--- src/rtl/voltmeter_pkg.sv ---
// Shared definitions for the voltmeter UART path: ASCII constants, line geometry,
// scheduler state encoding and the BCD digit to ASCII helper.
package voltmeter_pkg;

  localparam int NCH_DEFAULT = 13;
  localparam int LINE_BYTES  = 11;

  localparam logic [7:0] ASCII_0 = 8'h30;
  localparam logic [7:0] COLON   = 8'h3A;
  localparam logic [7:0] DOT     = 8'h2E;
  localparam logic [7:0] VOLT    = 8'h56;
  localparam logic [7:0] CR      = 8'h0D;
  localparam logic [7:0] LF      = 8'h0A;
  localparam logic [7:0] QMARK   = 8'h3F;

  typedef enum logic [2:0] {
    ST_IDLE,
    ST_LATCH,
    ST_SEND,
    ST_GAP,
    ST_DONE
  } sched_state_t;

  // Nibbles above 9 are not valid BCD; they go out as '?' so the line length never changes.
  function automatic logic [7:0] bcd_to_ascii(input logic [3:0] d);
    logic [7:0] c;
    if (d > 4'd9) c = QMARK;
    else          c = ASCII_0 + {4'd0, d};
    return c;
  endfunction

endpackage

--- src/rtl/uart_line_formatter.sv ---
// Combinational byte generator for one channel line "CC:D.DDDV\r\n".
// idx selects the byte within the line; bcd holds D3..D0 with D3 in the top nibble.
module uart_line_formatter
  import voltmeter_pkg::*;
(
  input  logic [3:0]  ch,
  input  logic [3:0]  idx,
  input  logic [15:0] bcd,
  output logic [7:0]  ascii
);

  logic [3:0] tens;
  logic [3:0] ones;

  always_comb begin
    tens = 4'd0;
    ones = ch;
    if (ch >= 4'd10) begin
      tens = 4'd1;
      ones = ch - 4'd10;
    end
  end

  always_comb begin
    ascii = QMARK;
    case (idx)
      4'd0:    ascii = bcd_to_ascii(tens);
      4'd1:    ascii = bcd_to_ascii(ones);
      4'd2:    ascii = COLON;
      4'd3:    ascii = bcd_to_ascii(bcd[15:12]);
      4'd4:    ascii = DOT;
      4'd5:    ascii = bcd_to_ascii(bcd[11:8]);
      4'd6:    ascii = bcd_to_ascii(bcd[7:4]);
      4'd7:    ascii = bcd_to_ascii(bcd[3:0]);
      4'd8:    ascii = VOLT;
      4'd9:    ascii = CR;
      4'd10:   ascii = LF;
      default: ascii = QMARK;
    endcase
  end

endmodule

--- src/rtl/uart_frame_scheduler.sv ---
// Periodic frame scheduler: snapshots NCH BCD readings and streams them as ASCII
// lines into the UART TX FIFO write port, one byte every other cycle at most.
module uart_frame_scheduler
  import voltmeter_pkg::*;
#(
  parameter int NCH          = NCH_DEFAULT,
  parameter int FRAME_PERIOD = 6500000,
  parameter int CNT_W        = 23
)(
  input  logic              clk,
  input  logic              rst,
  input  logic              enable,
  input  logic [16*NCH-1:0] ch_bcd,
  input  logic              tx_full,
  output logic [7:0]        w_data,
  output logic              wr_uart,
  output logic              busy,
  output logic              frame_done
);

  logic [CNT_W-1:0] cnt_reg, cnt_next;
  logic             tick;
  logic             pending_reg, pending_next;
  sched_state_t     state_reg, state_next;
  logic [3:0]       ch_reg, ch_next;
  logic [3:0]       idx_reg, idx_next;
  logic [7:0]       w_data_reg, w_data_next;
  logic             wr_reg, wr_next;
  logic             busy_reg, busy_next;
  logic             done_reg, done_next;

  logic [16*NCH-1:0] snap_flat;
  logic [15:0]       cur_bcd;
  logic [7:0]        fmt_byte;

  // Per-channel snapshot words, loaded only in LATCH so the frame in flight is frozen.
  genvar gi;
  generate
    for (gi = 0; gi < NCH; gi++) begin : g_snap
      logic [15:0] word_reg;
      always_ff @(posedge clk or negedge rst) begin
        if (!rst)                      word_reg <= '0;
        else if (state_reg == ST_LATCH) word_reg <= ch_bcd[16*gi +: 16];
      end
      assign snap_flat[16*gi +: 16] = word_reg;
    end
  endgenerate

  always_comb begin
    cur_bcd = '0;
    for (int k = 0; k < NCH; k++) begin
      if (ch_reg == k[3:0]) cur_bcd = snap_flat[16*k +: 16];
    end
  end

  uart_line_formatter u_fmt (
    .ch    (ch_reg),
    .idx   (idx_reg),
    .bcd   (cur_bcd),
    .ascii (fmt_byte)
  );

  always_comb begin
    cnt_next = cnt_reg;
    tick     = 1'b0;
    if (!enable) begin
      cnt_next = '0;
    end else if (cnt_reg == CNT_W'(FRAME_PERIOD - 1)) begin
      cnt_next = '0;
      tick     = 1'b1;
    end else begin
      cnt_next = cnt_reg + 1'b1;
    end
  end

  always_comb begin
    state_next   = state_reg;
    pending_next = pending_reg;
    ch_next      = ch_reg;
    idx_next     = idx_reg;
    w_data_next  = w_data_reg;
    wr_next      = 1'b0;
    busy_next    = busy_reg;
    done_next    = 1'b0;

    case (state_reg)
      ST_IDLE: begin
        if (pending_reg) begin
          pending_next = 1'b0;
          state_next   = ST_LATCH;
        end
      end
      ST_LATCH: begin
        busy_next  = 1'b1;
        ch_next    = '0;
        idx_next   = '0;
        state_next = ST_SEND;
      end
      ST_SEND: begin
        if (!tx_full) begin
          wr_next     = 1'b1;
          w_data_next = fmt_byte;
          state_next  = ST_GAP;
        end
      end
      // The strobe is visible during GAP, giving the FIFO a cycle to raise full.
      ST_GAP: begin
        if (idx_reg == 4'(LINE_BYTES - 1)) begin
          idx_next = '0;
          if (ch_reg == 4'(NCH - 1)) begin
            busy_next  = 1'b0;
            done_next  = 1'b1;
            state_next = ST_DONE;
          end else begin
            ch_next    = ch_reg + 4'd1;
            state_next = ST_SEND;
          end
        end else begin
          idx_next   = idx_reg + 4'd1;
          state_next = ST_SEND;
        end
      end
      ST_DONE: begin
        state_next = ST_IDLE;
      end
      default: begin
        state_next = ST_IDLE;
      end
    endcase

    // A tick coinciding with consumption re-arms; disabling wins over both.
    if (tick)    pending_next = 1'b1;
    if (!enable) pending_next = 1'b0;
  end

  always_ff @(posedge clk or negedge rst) begin
    if (!rst) begin
      cnt_reg     <= '0;
      pending_reg <= 1'b0;
      state_reg   <= ST_IDLE;
      ch_reg      <= '0;
      idx_reg     <= '0;
      w_data_reg  <= '0;
      wr_reg      <= 1'b0;
      busy_reg    <= 1'b0;
      done_reg    <= 1'b0;
    end else begin
      cnt_reg     <= cnt_next;
      pending_reg <= pending_next;
      state_reg   <= state_next;
      ch_reg      <= ch_next;
      idx_reg     <= idx_next;
      w_data_reg  <= w_data_next;
      wr_reg      <= wr_next;
      busy_reg    <= busy_next;
      done_reg    <= done_next;
    end
  end

  assign w_data     = w_data_reg;
  assign wr_uart    = wr_reg;
  assign busy       = busy_reg;
  assign frame_done = done_reg;

endmodule

--- config.mk ---
export PLATFORM = sky130hd
export DESIGN_NAME = uart_frame_scheduler
export DESIGN_NICKNAME = d
export VERILOG_FILES = /design/src/rtl/voltmeter_pkg.sv /design/src/rtl/uart_line_formatter.sv /design/src/rtl/uart_frame_scheduler.sv
export SDC_FILE = /design/constraint.sdc
export NUM_CORES = 1
export LEC_CHECK = 0
export ABC_AREA = 1
export CAP_MARGIN = 15
export CELL_PAD_IN_SITES_DETAIL_PLACEMENT = 1
export CELL_PAD_IN_SITES_GLOBAL_PLACEMENT = 1
export CORE_MARGIN = 10
export CORE_UTILIZATION = 42
export DETAILED_ROUTE_END_ITERATION = 10
export PLACE_DENSITY = 0.84
export SYNTH_ARGS = -nofsm -noshare
export SYNTH_HDL_FRONTEND = slang
export SYNTH_HIERARCHICAL = 1
export SYNTH_SLANG_ARGS = --single-unit
--- constraint.sdc ---
create_clock -name clk -period 4.7 [get_ports clk]
set_clock_uncertainty 0.2 [all_clocks]
set_input_delay 1.41 -clock clk [delete_from_list [all_inputs] [get_ports clk]]
set_output_delay 1.41 -clock clk [all_outputs]
set_load 0.01 [all_outputs]
After elaboration in Yosys (flattened, before gate mapping)
Cells that the tools add are included.
- input port bits: 212
- logic and storage cells: 127
- flip-flop bits (word level): 254
- output and inout bits: 11
- reductions and logical operators: 8
- equality and inequality tests: 32
- magnitude comparators: 7
- bitwise operators: 1
- mux-type cells: 47
- add/subtract/negate cells: 10
- operators by type and width (operator ; number):
    16-bit 2-to-1 mux ; 13
    8-bit one-hot mux with 11 select lines ; 1
    8-bit 2-to-1 mux ; 6
    23-bit 2-to-1 mux ; 2
    6-bit by 4-bit adder with 7-bit output (first input constant) ; 5
    4-bit by 3-bit == test with 1-bit output (second input constant) ; 8
    4-bit == test (second input constant) ; 8
    23-bit by 1-bit adder with 23-bit output (second input constant) ; 1
    23-bit == test (second input constant) ; 1
    4-bit > comparator (second input constant) ; 5
    4-bit by 2-bit == test with 1-bit output (second input constant) ; 4
    4-bit 2-to-1 mux ; 4
    4-bit one-hot mux with 2 select lines ; 2
    1-bit 2-to-1 mux ; 13
    3-bit 2-to-1 mux ; 4
    3-bit one-hot mux with 4 select lines ; 1
    2-bit inequality test (second input constant) ; 5
    4-bit by 1-bit adder with 4-bit output (second input constant) ; 2
    4-bit by 1-bit == test with 1-bit output (second input constant) ; 2
    4-bit logical NOT ; 2
    6-bit by 1-bit adder with 7-bit output (first input constant) ; 1
    3-bit by 2-bit == test with 1-bit output (second input constant) ; 2
    3-bit AND reduction ; 2
    4-bit >= comparator (second input constant) ; 1
    other kinds (9) ; 10

Depth between registers and ports, before layout
- word-level depth: 17
- gate-level depth with buffers: 25
- depth with buffers taken out: 24

Modules after synthesis
The synthesis kept the hierarchy.
- modules (own cells, without submodules) (module ; area each (um2) ; sequential area each (um2) ; cells an instance ; instances):
    uart_frame_scheduler ; 12426.9 ; 6356.1 ; 1657 ; 1
    uart_line_formatter ; 530.5 ; 0.0 ; 125 ; 1

Least setup slack after synthesis
OpenSTA, ideal clock, no wires.
- path type: register to register
- start point: register ch_reg[0]
- end point: register w_data_reg[2] (netlist: w_data[2])
- path buffers: 2
- path slack: 1.964 ns
- stages on the path, launching flop included: 26
- data arrival time: 2.419 ns
- required time: 4.383 ns
- period minus slack after synthesis: 2.736 ns
- library setup time: 0.117 ns
- path through: dfrtp_1 > inv_1 > ha_1 > buf_2 > clkbuf_1 > nand3_1 > nand2_1 > inv_2 > nand2_1 > nand3_1 > nand2_1 > nand2_1 > nand2_1 > nand3_1 > nand2_1 > nand2_1 > nand2_1 > nand2_1 > o21ai_0 > nand2_1 > nand2_1 > nand2_1 > nor2_1 > nand2_1 > nand2_1 > nand2_1
- longest elaborated chain between the ends: 17
- elaborated cells on any way between the ends: 49
- those cells by class: add/sub (7); order compare (7); eq/ne (12); mux (22); reduce/logical (1)
- ends and longest elaborated chain (element ; line ; text):
    start: declaration ; uart_frame_scheduler.sv:25 ; logic [3:0] ch_reg, ch_next;
    start signal: assignment ; uart_frame_scheduler.sv:151 ; ch_reg <= ch_next;
    4-bit logical NOT ; uart_frame_scheduler.sv:52 ; if (ch_reg == k[3:0]) cur_bcd = snap_flat[16*k +: 16];
    16-bit 2-to-1 mux (12 in a row) ; uart_frame_scheduler.sv:52 ;
    16-bit 2-to-1 mux * ; uart_frame_scheduler.sv:52 ;
    via cur_bcd[6] ; uart_frame_scheduler.sv:33 ; logic [15:0] cur_bcd;
    6-bit by 4-bit adder with 7-bit output / 4-bit > comparator (equally long branches) ; voltmeter_pkg.sv:28, voltmeter_pkg.sv:27 ;
    8-bit 2-to-1 mux * ; voltmeter_pkg.sv:27 ; if (d > 4'd9) c = QMARK;
    8-bit one-hot mux with 11 select lines * ; uart_line_formatter.sv:26 ; case (idx)
    via fmt_byte[2] ; uart_frame_scheduler.sv:34 ; logic [7:0] fmt_byte;
    end signal: assignment ; uart_frame_scheduler.sv:153 ; w_data_reg <= w_data_next;
    end: declaration ; uart_frame_scheduler.sv:27 ; logic [7:0] w_data_reg, w_data_next;
The timed path passes the listed nets; every way through them passes the cells marked *.
A chain may end at the register's enable or synchronous reset.

Worst setup path after layout
- start point: register ch_reg[1]
- end point: register w_data_reg[2] (netlist: w_data[2])
Same word-level chain as after synthesis.

==> impl_metrics.yaml <==
outcome:
  run_status: "complete, no violations"
sta:
  totalNegativeSetupSlack_ps: 0
  fmaxAchievable_ghz: 0.2372
  max_slew_margin: 0.2055
  setup_viol_count_final: 0
  final.setup.worst_slack_ps: 483.3
  tightest_slew_ps: 1192
  final_min_period_over_clock_period: 0.8972
  rsz0062_at_grt: "false"
  final_hold_viol_count: 0
  timing.final.max_slew_violations: 0
  finalCriticalPeriod_ps: 4217
synthesis:
  synth_seq_cells: 254
  synth_top_cell_by_area: "dfrtp_1"
  ys_warn_count: 6
  netlist_instances: 1782
  sequential_element_share_of_the_synthesized_area: 0.4905
  synth_async_sr_flop_share: 1.000
  synth_edf_count: 0
  mappedNetlistArea_sq_um: 12960
  synth.area.top_cells: "dfrtp_1, nand2_1, o21ai_0"
  synth_nets: 2002
  synth_ff_type: "dfrtp_1"
  synth.top_cell.area_share: 0.4905
  yosysUniqueCellTypes: 36
  post_synthesis_area_per_instance_sq_um: 7.271
global_routing:
  number_of_antenna_violations_at_the_first_check_in_global_routing: 1
  maximum_number_of_pins_on_one_net_before_global_route_repair: 295
  globalRouteOverflowTotal: 0
  grt-busiest-layer: "met2"
  global_route.usage.met1: 0.2758
  use_met2: 0.3808
  global_route_wire_length_before_repair_microns: 69130
  global_route.usage.met3: 0.04282
  globalRouteTotalUtil: 0.2208
  grt_pass1_vias: 13030
clock_network:
  post_cts.resized_instances: 0
  worst_setup_hold_path_clk_slew_ps: 60
  cts_htree_levels: 1
  cts.root.buffer_cell: "clkbuf_16"
  cts.hold.buffers_added: 0
  clkSinkCount: 254
  clk-insertion-delay-late_ps: 560
  clock_buffers_created_by_tritoncts: 29
  cts_tree: "built"
  cts_buffer_depth: 3
  number_of_setup_buffers_added_after_cts: 0
floorplanning:
  initial_utilization: 0.4247
  floorplan.die.height_microns: 195.6
  die-area_sq_um: 38280
  io_pins: 223
  std_cell_rows: 64
  placeable_area_sq_um: 30510
  die_x_microns: 195.6
cells_and_area:
  filler_cell_count: 3821
  drive_gt1_frac: 0.05586
  antenna-diode-count: 0
  syn_to_final_growth_pct: 26.16
  nNetsFinal: 2189
  multi_input_gate_area_sq_um: 5230
  finish.instance_area_sq_um: 16350
  final_util: 0.5358
  sequential_cell_area_sq_um: 6356
  largest_register_ffs: 208
worst_setup_path:
  crit_path_cell_trace: "inv_1 > ha_1 > nor2_1 > nand3_1 > nand3_1 > nand2_1 > nand3_1 > nand2_1 > nand2_1 > nand2_1 > nand3_1 > nand2_1 > nand2_1 > nand2_1 > nand2_1 > o21ai_0 > nand2_1 > nand2_1 > nand3_1 > nor2_1 > nand2_1 > nand2_1 > nand2_1"
  worst_path_most_repeated_cell: "nand2_1"
  worstSetupStartpointType: "flop"
  critical_path.top_delay_family: "simple AND/OR/NAND/NOR gates"
  critical_path_peak_fanout: 19
  peak_per_stage_delay_on_the_critical_path_ps: 700
  required_ps: 4960
  criticalPathCategory: "flop to flop"
  worst-endpoint-arrival_ps: 4470
  critical_path.slowest_cell: "ha_1"
  number_of_buffers_and_inverters_on_the_critical_path: 1
  setup.worst_path.end_class: "flop"
pwr:
  power_report.internal_total_mw: 5.652
  power_switching_mw: 4.064
  proportion_of_power_drawn_by_the_clock_network: 0.227
  power_density_nw_per_um2: 594.4
  power.sequential.fraction: 0.368
  vdd_ir_drop_max_mv: 0.3689
  comb_power_share: 0.405
  switching_share: 0.4183
  cellLeakagePower_nw: 7.895
placement:
  io_buffers: 222
  dpl_worst_slack_ps: 626.0
  routabilityCongestion: 0.8927
  placed_cell_area_sq_um: 15420
  dpl.hpwl_microns: 32360
route:
  wl_per_cell_microns: 18.21
  drt-vias-per-instance: 5.082
  drtIter0Drc: 708
  detailedRoute.firstPassIterationCount: 5
  antenna_violating_nets_post_route: 0
  detailroute.via_count: 12110
  drcViolationCount: 0
  wl_microns: 43400
job:
  max-cap-violations: 0
min_path:
  hp-class: "flop to flop"
-- kinds of logic (layout without fill, tap and decap cells) --
logic type               Yosys count  in the layout  synth area share
AO/OA/AOI/OAI                    259            259            0.1048
buffers and inverters            342            547            0.1064
XOR/XNOR                           5              5          0.003380
adder cells (fa/ha/maj)            8              8          0.007725
other                              1              1         0.0002894
AND/OR/NAND/NOR                  913            913            0.2869
flip-flops                       254            254            0.4905
-- final cells by class --
class	count	area share
inverter	265	0.06085
timing repair buffer	233	0.1436
sequential	254	0.3888
multi-input combinational	1186	0.3199
clock buffer	41	0.05144
clock inverter	8	0.005052
tap	396	0.03031
-- cells in the mapped netlist, types with 2 or more instances --
cell type  instances
nor2_1            49
clkbuf_1          33
o21ai_1            5
nand3_2            2
a21oi_1           52
o21ai_2           10
buf_4              6
xor2_1             3
nand3_1          116
buf_6              4
nor4_1             4
nand4_1            6
o21ai_0          183
o21bai_1           3
nor2_4             4
inv_1            242
buf_2             34
dfrtp_1          254
nor2_2             6
nand2_2            5
ha_1               8
o22ai_1            2
nor3_1            15
nand2_1          699
and3_1             3
inv_2             23
xnor2_1            2
-- cells in the final DEF, fill, tap and decap left out, types with 4 or more instances in the layout --
cell	instances
o21ai_1	5
clkinv_2	5
inv_2	24
nor2_4	5
clkbuf_8	7
buf_4	8
nor3_1	15
clkbuf_16	29
nand4_1	6
nor4_1	4
dfrtp_1	254
nor2_1	48
a21oi_1	52
clkbuf_1	5
o21ai_0	183
nand3_1	116
nand2_1	699
clkdlybuf4s50_1	221
inv_1	241
nor2_2	6
ha_1	8
nand2_2	5
o21ai_2	10
-- routing by layer --
layer  up-vias  wire length [microns]  part of all wire
li1       5854                      -                 -
met1      5934                  18620              0.43
met2       246                  21450              0.49
met3        74                   2189             0.050
met4         2                   1127             0.026
met5         -                     11           0.00025
-- metrics by stage --
step | cells | hold slack, ps | total power [mW]
after floorplan | 1782 | 242.2 | 5.983
after global placement | 2334 | 254.4 | 7.275
after detailed placement | 2334 | 260.4 | 7.484
after CTS | 2383 | 273.0 | 9.779
after global routing | 2383 | 283.7 | 10.50
final | 2383 | 270.1 | 9.716
-- power by group through the flow --
| stage | Sequential (mW) | Clock (mW) | Combinational [mW] |
|---|---|---|---|
| finish | 3.58 | 2.21 | 3.93 |
| floorplan | 3.46 | 0 | 2.52 |
| global placement | 3.55 | 0 | 3.72 |
| CTS | 3.58 | 2.24 | 3.96 |
| detailed placement | 3.60 | 0 | 3.89 |
| global route | 3.67 | 2.33 | 4.50 |
-- final timing paths --
check,slack [ps],from,depth (start not counted),end
max,480,ch_reg[1],23,w_data[2]
min,270,g_snap[12].word_reg[10],2,g_snap[12].word_reg[10]
max reg2reg,480,ch_reg[1],23,w_data[2]
min reg2reg,270,g_snap[12].word_reg[10],2,g_snap[12].word_reg[10]
max in group asynchronous,2660,rst,2,g_snap[9].word_reg[12]
min in group asynchronous,720,rst,1,g_snap[0].word_reg[14]
-- worst reg2reg max path, stage by stage (launching register included) --
cell and delay [ps]:
dfrtp_1 450, inv_1 140, ha_1 700, nor2_1 470
nand3_1 190, nand3_1 90, nand2_1 140, nand3_1 170
nand2_1 110, nand2_1 70, nand2_1 100, nand3_1 100
nand2_1 150, nand2_1 60, nand2_1 110, nand2_1 120
o21ai_0 240, nand2_1 80, nand2_1 70, nand3_1 70
nor2_1 110, nand2_1 80, nand2_1 70, nand2_1 50
No activity file was read; power rests on OpenSTA's default activity.
